## src/rtl/su_cmd_ctrl.sv

```systemverilog
// ---------------------------------------------------------------------------
// su_cmd_ctrl - Smart-UART command controller
//
// Purpose:
//   Parses the UART receive byte stream for write-word / read-word command
//   frames and executes each one as a single 32-bit transaction on the lab
//   register bus. A read sends back a response header byte followed by the
//   four read-data bytes, MSB first, to the UART transmitter. Any byte seen
//   in IDLE that is not a command opcode is passed through to the gateway
//   byte port.
//
//   Frame formats (all multi-byte fields MSB first):
//     write : SU_CMD_WR_WORD, addr[4], wdata[4]
//     read  : SU_CMD_RD_WORD, addr[4]   -> reply SU_CMD_RSP, rdata[4]
//
// Optional feature:
//   SU_CMD_TIMEOUT_EN - when defined, a partially received frame is abandoned
//   after TIMEOUT_CYCLES clock cycles without a new byte, and err_timeout
//   pulses for one cycle. When undefined there is no counter, err_timeout is
//   constant 0, and the controller waits for frame bytes indefinitely.
//
// Ports:
//   clk          in   1   single clock
//   rst          in   1   synchronous active-high reset
//   rx_byte      in   8   received byte
//   rx_valid     in   1   one-cycle strobe qualifying rx_byte
//   tx_byte      out  8   byte to the UART transmitter
//   tx_valid     out  1   tx_byte valid, held until tx_ready
//   tx_ready     in   1   transmitter accepts the byte when tx_valid is high
//   gw_byte      out  8   pass-through byte to the gateway
//   gw_valid     out  1   one-cycle strobe qualifying gw_byte
//   bus_req      out  1   bus request, held until bus_ack
//   bus_wr       out  1   1 = write, 0 = read
//   bus_addr     out 32   transaction address
//   bus_wdata    out 32   write data
//   bus_rdata    in  32   read data, valid on the bus_ack cycle
//   bus_ack      in   1   one-cycle transaction completion
//   err_drop     out  1   sticky: a byte arrived while busy and was dropped
//   err_timeout  out  1   one-cycle pulse: a frame was aborted by timeout
// ---------------------------------------------------------------------------
module su_cmd_ctrl #(
    parameter logic [7:0]  SU_CMD_WR_WORD = 8'h01,
    parameter logic [7:0]  SU_CMD_RD_WORD = 8'h02,
    parameter logic [7:0]  SU_CMD_RSP     = 8'h03,
    parameter int unsigned TIMEOUT_CYCLES = 1000000
) (
    input  logic        clk,
    input  logic        rst,
    input  logic [7:0]  rx_byte,
    input  logic        rx_valid,
    output logic [7:0]  tx_byte,
    output logic        tx_valid,
    input  logic        tx_ready,
    output logic [7:0]  gw_byte,
    output logic        gw_valid,
    output logic        bus_req,
    output logic        bus_wr,
    output logic [31:0] bus_addr,
    output logic [31:0] bus_wdata,
    input  logic [31:0] bus_rdata,
    input  logic        bus_ack,
    output logic        err_drop,
    output logic        err_timeout
);

    typedef enum logic [2:0] {
        IDLE,
        ADDR,
        DATA,
        BUS,
        RSP_HDR,
        RSP_DATA
    } state_t;

    state_t      state;
    logic [1:0]  byte_cnt;
    logic [31:0] rsp_data;

`ifdef SU_CMD_TIMEOUT_EN
    localparam int TMO_W = $clog2(TIMEOUT_CYCLES + 1);
    // The abort fires on the edge that completes TIMEOUT_CYCLES idle cycles,
    // i.e. when the counter is about to reach TIMEOUT_CYCLES.
    localparam logic [TMO_W-1:0] TMO_LAST = TMO_W'(TIMEOUT_CYCLES - 1);

    logic [TMO_W-1:0] tmo_cnt;
`else
    assign err_timeout = 1'b0;
`endif

    // Single FSM process; every output is a register written here.
    // Address and data are shifted in from the right so that after four
    // bytes the first byte received sits in bits [31:24].
    always_ff @(posedge clk) begin
        if (rst) begin
            state     <= IDLE;
            byte_cnt  <= 2'd0;
            rsp_data  <= 32'h0;
            tx_byte   <= 8'h00;
            tx_valid  <= 1'b0;
            gw_byte   <= 8'h00;
            gw_valid  <= 1'b0;
            bus_req   <= 1'b0;
            bus_wr    <= 1'b0;
            bus_addr  <= 32'h0;
            bus_wdata <= 32'h0;
            err_drop  <= 1'b0;
`ifdef SU_CMD_TIMEOUT_EN
            err_timeout <= 1'b0;
            tmo_cnt     <= '0;
`endif
        end else begin
            gw_valid <= 1'b0;
`ifdef SU_CMD_TIMEOUT_EN
            err_timeout <= 1'b0;
`endif
            case (state)
                IDLE: begin
                    // bus_ack here can only be a stale ack after a reset; ignore it.
                    if (rx_valid) begin
                        if (rx_byte == SU_CMD_WR_WORD) begin
                            bus_wr   <= 1'b1;
                            byte_cnt <= 2'd0;
                            state    <= ADDR;
                        end else if (rx_byte == SU_CMD_RD_WORD) begin
                            bus_wr   <= 1'b0;
                            byte_cnt <= 2'd0;
                            state    <= ADDR;
                        end else begin
                            gw_valid <= 1'b1;
                            gw_byte  <= rx_byte;
                        end
                    end
                end

                ADDR: begin
                    if (rx_valid) begin
                        bus_addr <= {bus_addr[23:0], rx_byte};
                        byte_cnt <= byte_cnt + 2'd1;
                        if (byte_cnt == 2'd3) begin
                            if (bus_wr) begin
                                state <= DATA;
                            end else begin
                                bus_req <= 1'b1;
                                state   <= BUS;
                            end
                        end
                    end
                end

                DATA: begin
                    if (rx_valid) begin
                        bus_wdata <= {bus_wdata[23:0], rx_byte};
                        byte_cnt  <= byte_cnt + 2'd1;
                        if (byte_cnt == 2'd3) begin
                            bus_req <= 1'b1;
                            state   <= BUS;
                        end
                    end
                end

                BUS: begin
                    if (rx_valid) begin
                        err_drop <= 1'b1;
                    end
                    if (bus_ack) begin
                        bus_req <= 1'b0;
                        if (bus_wr) begin
                            state <= IDLE;
                        end else begin
                            rsp_data <= bus_rdata;
                            tx_byte  <= SU_CMD_RSP;
                            tx_valid <= 1'b1;
                            state    <= RSP_HDR;
                        end
                    end
                end

                RSP_HDR: begin
                    if (rx_valid) begin
                        err_drop <= 1'b1;
                    end
                    // Load the next byte on the handshake edge so the
                    // transmitter sees back-to-back bytes without a bubble.
                    if (tx_valid && tx_ready) begin
                        tx_byte  <= rsp_data[31:24];
                        rsp_data <= {rsp_data[23:0], 8'h00};
                        byte_cnt <= 2'd0;
                        state    <= RSP_DATA;
                    end
                end

                RSP_DATA: begin
                    if (rx_valid) begin
                        err_drop <= 1'b1;
                    end
                    if (tx_valid && tx_ready) begin
                        if (byte_cnt == 2'd3) begin
                            tx_valid <= 1'b0;
                            byte_cnt <= 2'd0;
                            state    <= IDLE;
                        end else begin
                            tx_byte  <= rsp_data[31:24];
                            rsp_data <= {rsp_data[23:0], 8'h00};
                            byte_cnt <= byte_cnt + 2'd1;
                        end
                    end
                end

                default: begin
                    state <= IDLE;
                end
            endcase

`ifdef SU_CMD_TIMEOUT_EN
            // Inter-byte timer, live only while a frame is being collected.
            // The abort path only triggers on cycles without rx_valid, so it
            // never conflicts with the byte-collection updates above.
            if (state == ADDR || state == DATA) begin
                if (rx_valid) begin
                    tmo_cnt <= '0;
                end else if (tmo_cnt == TMO_LAST) begin
                    tmo_cnt     <= '0;
                    byte_cnt    <= 2'd0;
                    err_timeout <= 1'b1;
                    state       <= IDLE;
                end else begin
                    tmo_cnt <= tmo_cnt + 1'b1;
                end
            end else begin
                tmo_cnt <= '0;
            end
`endif
        end
    end

endmodule

```

## config.mk

```make
export PLATFORM = sky130hd
export DESIGN_NAME = su_cmd_ctrl
export DESIGN_NICKNAME = d
export VERILOG_FILES = /design/src/rtl/su_cmd_ctrl.sv
export SDC_FILE = /design/constraint.sdc
export NUM_CORES = 1
export LEC_CHECK = 0
export ABC_AREA = 1
export CAP_MARGIN = 20
export CORE_ASPECT_RATIO = 0.9
export CORE_UTILIZATION = 49
export CTS_CLUSTER_SIZE = 20
export DETAILED_ROUTE_END_ITERATION = 10
export PLACE_DENSITY = 0.8
export SLEW_MARGIN = 25
export SYNTH_ARGS = -nofsm -noshare
export SYNTH_HDL_FRONTEND = slang
export SYNTH_SLANG_ARGS = --single-unit
```

## constraint.sdc

```tcl
create_clock -name clk -period 1.7 [get_ports clk]
set_input_delay 0.34 -clock clk [delete_from_list [all_inputs] [get_ports clk]]
set_output_delay 0.34 -clock clk [all_outputs]
set_load 0.02 [all_outputs]
```

==> flow_summary.json, run 1 <==
{
  "fin_skew_ns": 0.004953,
  "synth_top_cell_area_share_pct": 48.08,
  "stdcell_count": 1019,
  "cts_tree": "done",
  "cp_max_fo": 2,
  "async_flop_share_pct": 0,
  "wirelength_microns": 13560,
  "ys_ff_latch": 122,
  "fin_crit_ns": 1.659,
  "required_ns": 1.36,
  "hold_viol_final": 0,
  "h-tree-depth": 4,
  "wl_per_cell_microns": 13.31,
  "gp_congestion": 0.8223,
  "track_usage_pct": 26.39,
  "power.density_nw_per_um2": 1464,
  "critPathCaptureType": "output pin",
  "crit_slowest_cell": "clkdlybuf4s50_1",
  "syn_area_sq_um": 5080,
  "synth_cell_types": 25,
  "min_period_over_period_pct": 97.57,
  "numCtsBuffers": 17,
  "clock_latency_ns": 0.40,
  "setup_viol": 0,
  "vias": 5089,
  "port_buffers": 129,
  "dpl.hpwl_microns": 8835,
  "cts_buffer_depth": 2,
  "status": "complete, no violations",
  "cp_data_arrival_time_ns": 1.32,
  "synth_nets": 789,
  "hold_class": "flop to flop",
  "path_cells": "clkdlybuf4s50_1",
  "rsz0062_at_grt": "no",
  "overflow": 0,
  "synth.most_common_cell": "nor2_1",
  "yosysSeqAreaShare_pct": 48.08,
  "dpl_cell_area_sq_um": 6601,
  "fin_util_pct": 73.39,
  "slowest_delay_ns": 0.60,
  "final-max-slew-violation-count": 0,
  "ios": 131,
  "cts_setup_buffers": 0,
  "synthFlopType": "dfxtp_1",
  "path_class": "flop to output pin",
  "die_w_microns": 109.3,
  "drive_above_1_share_pct": 9.630,
  "root_buffer": "clkbuf_16",
  "fmax_ghz": 0.6029,
  "clk_pin_slew_ns": 0.06,
  "clock-sinks": 122,
  "place_inst": 986,
  "synth_top_cell_by_area": "dfxtp_1",
  "vias_per_cell": 4.994,
  "power_mw": 10.61,
  "initial_core_util_pct": 51.47,
  "die_area_sq_um": 10780,
  "synthCells": 743,
  "antenna_found_initial": 0,
  "cap_violations": 0,
  "diodes": 0,
  "synth_area_leaders": "dfxtp_1 48%, nor2_1 15%, nand2_1 11%, o21ai_0 9.9%, inv_1 4.4%",
  "grt_max_degree": 91,
  "synth_warnings": 0,
  "dieHeight_microns": 98.60,
  "grt_pass1_wl_microns": 22500,
  "critPathLaunchType": "flop",
  "fillers": 783,
  "cp_num_buf_inv": 1,
  "drt_iter0_markers": 302,
  "drc_errors": 0,
  "synth_edf_count": 0,
  "postCtsHoldBufs": 0,
  "p_leak_nw": 4.037,
  "drt_pass1_iterations": 4,
  "rows": 34,
  "worst_path_dominant_cell_family": "buffers and inverters",
  "ant_nets": 0,
  "yosys-top-cells-count": "204 x nor2_1, 149 x nand2_1, 122 x dfxtp_1, 100 x o21ai_0, 60 x inv_1",
  "avgSynthCellArea_sq_um": 6.837,
  "final_cell_area_sq_um": 7243,
  "syn2layout_area_growth_pct": 42.59,
  "fin_nets": 926,
  "core_area_sq_um": 9869,
  "ir_drop_mv": 1.046,
  "grt_pass1_vias": 4896
}
## metrics by stage
step,hold WS (ns),worst slack (ns),setup TNS (ns)
6_report,0.4485,0.04125,0
5_1_grt,0.4902,0.0003505,0
4_1_cts,0.4546,0.002030,0
3_5_place_dp,0.4459,-0.1619,-6.045
3_3_place_gp,0.4379,-0.1077,-3.530
2_1_floorplan,0.4749,0.2564,0
## power by group
part           leakage (nW)  internal [mW]  switching, mW
registers             0.992           3.40          0.319
clock network         0.310           2.60           1.31
logic                  2.73           1.12           1.85
## cell usage in the layout, fill, tap and decap left out
| cell type | n |
|---|---|
| nand2_2 | 5 |
| dlygate4sd2_1 | 65 |
| nor2_8 | 1 |
| a21oi_1 | 21 |
| nand3_1 | 24 |
| buf_6 | 1 |
| conb_1 | 1 |
| ha_1 | 1 |
| bufinv_16 | 5 |
| clkbuf_16 | 17 |
| dfxtp_1 | 120 |
| nor2_2 | 6 |
| o22ai_1 | 1 |
| inv_1 | 58 |
| clkinvlp_4 | 5 |
| nand2_1 | 148 |
| inv_6 | 2 |
| nand3_2 | 1 |
| nand4_1 | 1 |
| buf_12 | 5 |
| inv_2 | 7 |
| clkinv_2 | 3 |
| dfxtp_2 | 2 |
| o21ai_2 | 1 |
| clkinv_4 | 2 |
| nor2_1 | 201 |
| o21a_1 | 1 |
| o21ai_0 | 99 |
| nor3_1 | 1 |
| dlymetal6s2s_1 | 19 |
| buf_4 | 21 |
| nand2_4 | 2 |
| clkdlybuf4s50_1 | 45 |
| o21ai_1 | 1 |
## layer usage
metal  GRT usage, %  routed length [microns]
met5              0                        0
met4          10.87                      320
met3          8.267                     1066
met2          42.14                     6295
met1          32.85                     5882
## registers in the layout, summed over array words and instances (netlist names)
signal and flops:
bus_addr 32, bus_req 1, bus_wdata 32, bus_wr 1, byte_cnt 2, err_drop 1
gw_byte 8, gw_valid 1, rsp_data 32, state 3, tx_byte 8, tx_valid 1
## final timing paths
kind | start | end | slack [ns] | cells after the start
setup / recovery | tx_byte[2] | tx_byte[2] | 0.04 | 1
hold / removal | bus_req | bus_req | 0.45 | 2
setup reg to reg | state[2] | rsp_data[9] | 0.13 | 8
hold reg to reg | bus_req | bus_req | 0.45 | 2
## final cells by class
type | instances | area (sq um) | area share [%]
timing repair buffer | 156 | 1526 | 21.07
sequential | 122 | 2445 | 33.75
clock buffer | 17 | 425.4 | 5.873
multi-input combinational | 516 | 2207 | 30.47
clock inverter | 15 | 222.7 | 3.075
timing repair inverter | 1 | 7.507 | 0.1036
inverter | 66 | 251.5 | 3.472
tap | 126 | 157.7 | 2.177
## timing repair
action	CTS	global route
gates resized for setup	65	29
gates cloned	0	1
pin swaps	0	0
setup endpoints to repair	65	51
## kinds of logic (layout without fill, tap and decap cells)
logic type / after synthesis / after routing / synth area share (%)
other: 1 / 1 / 0.07382
adder cells (fa/ha/maj): 1 / 1 / 0.2463
AND/OR/NAND/NOR: 390 / 390 / 30.57
flip-flops: 122 / 122 / 48.08
buffers and inverters: 105 / 255 / 8.670
AO/OA/AOI/OAI: 124 / 124 / 12.36
Note: power is estimated with default switching activity, not from simulation.
==> run 2: changes to the inputs <==
Settings changed: TNS_END_PERCENT from default to 1.
==> flow_summary.json, run 2 (synthesis gave the netlist of run 1 again) <==
{
  "status": "complete, no violations",
  "setup_tns_ns": 0,
  "vias": 5079,
  "layout_common_cells": "202 x nor2_1, 149 x nand2_1, 121 x dfxtp_1",
  "p_leak_nw": 4.042,
  "ant_nets": 0,
  "critPathLaunchType": "flop",
  "ir_drop_mv": 1.048,
  "path_cells": "clkdlybuf4s50_1",
  "final-max-slew-violation-count": 0,
  "cts_buffer_depth": 2,
  "cp_num_buf_inv": 1,
  "clock-sinks": 122,
  "fmax_ghz": 0.6031,
  "rsz0062_at_grt": "yes",
  "drt_pass1_iterations": 5,
  "path_class": "flop to output pin",
  "hold_depth": 2,
  "track_usage_pct": 26.39,
  "grt_pass1_vias": 4896,
  "r2r_cells": 9,
  "fin_nets": 925,
  "drc_errors": 0,
  "overflow": 0,
  "wirelength_microns": 13440,
  "pre_cts_ws_ns": -0.1619,
  "cts_setup_buffers": 0,
  "power.density_nw_per_um2": 1462,
  "required_ns": 1.36,
  "setup_viol": 0,
  "clock_latency_ns": 0.40,
  "diodes": 0,
  "reg_top3": "bus_addr x32, bus_wdata x32, rsp_data x32",
  "dieHeight_microns": 98.60,
  "drt_iter0_markers": 335,
  "root_buffer": "clkbuf_16",
  "setup_slack_ns": 0.04181,
  "antenna_found_initial": 0,
  "crit_slowest_cell": "clkdlybuf4s50_1",
  "slowest_delay_ns": 0.60,
  "initial_core_util_pct": 51.47,
  "core_area_sq_um": 9869,
  "clk_pin_slew_ns": 0.06,
  "final_common_cell": "nor2_1",
  "port_buffers": 129,
  "grt_pass1_wl_microns": 22500,
  "min_period_over_period_pct": 97.54,
  "fin_crit_ns": 1.658,
  "rows": 34,
  "fin_skew_ns": 0.005324,
  "grt_max_degree": 91,
  "hold_class": "flop to flop",
  "drive_above_1_share_pct": 9.081,
  "die_area_sq_um": 10780,
  "wl_per_cell_microns": 13.20,
  "cts_tree": "done",
  "worst_path_dominant_cell_family": "buffers and inverters",
  "cp_data_arrival_time_ns": 1.32,
  "cp_max_fo": 2,
  "numCtsBuffers": 17,
  "cap_violations": 0,
  "dpl.hpwl_microns": 8835,
  "vias_per_cell": 4.989,
  "hold_viol_final": 0,
  "gp_congestion": 0.8223,
  "die_w_microns": 109.3,
  "fin_util_pct": 73.21,
  "syn2layout_area_growth_pct": 42.24,
  "ios": 131,
  "critPathCaptureType": "output pin",
  "crit_cells": 1,
  "h-tree-depth": 4
}
==> run 2: changes by cell type in the layout (fill, tap and decap cells not counted), sizes merged <==
cell      before  now
clkinvlp       5    3
inv           67   68
==> run 2: path summary, 6_finish.rpt <==
| check | start | endpoint | slack, ns |
|---|---|---|---|
| setup / recovery | tx_byte[2] | tx_byte[2] | 0.04 |
| hold / removal | bus_req | bus_req | 0.45 |
| setup reg to reg | state[0] | rsp_data[9] | 0.09 |
| hold reg to reg | bus_req | bus_req | 0.45 |
==> run 2: per-stage QoR <==
stage | instances | total power [mW] | hold WS [ns] | cell area (sq um)
2_1_floorplan | 743 | 5.565 | 0.4749 | 5080
3_3_place_gp | 986 | 6.762 | 0.4379 | 6601
3_5_place_dp | 986 | 6.852 | 0.4459 | 6601
4_1_cts | 1018 | 10.62 | 0.4546 | 7168
5_1_grt | 1018 | 11.16 | 0.4902 | 7226
6_report | 1018 | 10.56 | 0.4487 | 7226
==> run 2: report_power, final <==
group	switching (mW)	internal, mW	total [mW]
Sequential	0.314	3.40	3.71
Clock	1.31	2.60	3.91
Combinational	1.83	1.11	2.94
Total	3.46	7.10	10.6
==> run 2: worst min-delay path: stages, from the launching register on <==
cell     delay [ns]
dfxtp_1        0.30
inv_1          0.05
a21oi_1        0.05
==> run 2: area by class of cell <==
| cell class | instances | area (sq um) |
|---|---|---|
| Multi-Input combinational cell | 516 | 2202 |
| Clock inverter | 15 | 222.7 |
| Tap cell | 126 | 157.7 |
| Clock buffer | 17 | 425.4 |
| Fill cell | 786 | 2644 |
| Timing Repair Buffer | 156 | 1526 |
| Inverter | 66 | 247.7 |
| Sequential cell | 122 | 2444 |
==> run 2: timing repair <==
item | in CTS | in global routing
hold buffers | 0 | 0
endpoints found under the hold margin | 0 | 0
resized for setup | 65 | 24
setup endpoints to repair | 65 | 51
==> run 2: metal layers <==
metal  track usage, %  vias to the layer above  wire length [microns]
met4            10.87                        0                    311
li1                 -                     2578                      -
met2            42.14                      182                   6257
met1            32.85                     2296                   5746
met5                0                        -                      0
met3            8.267                       23                   1122
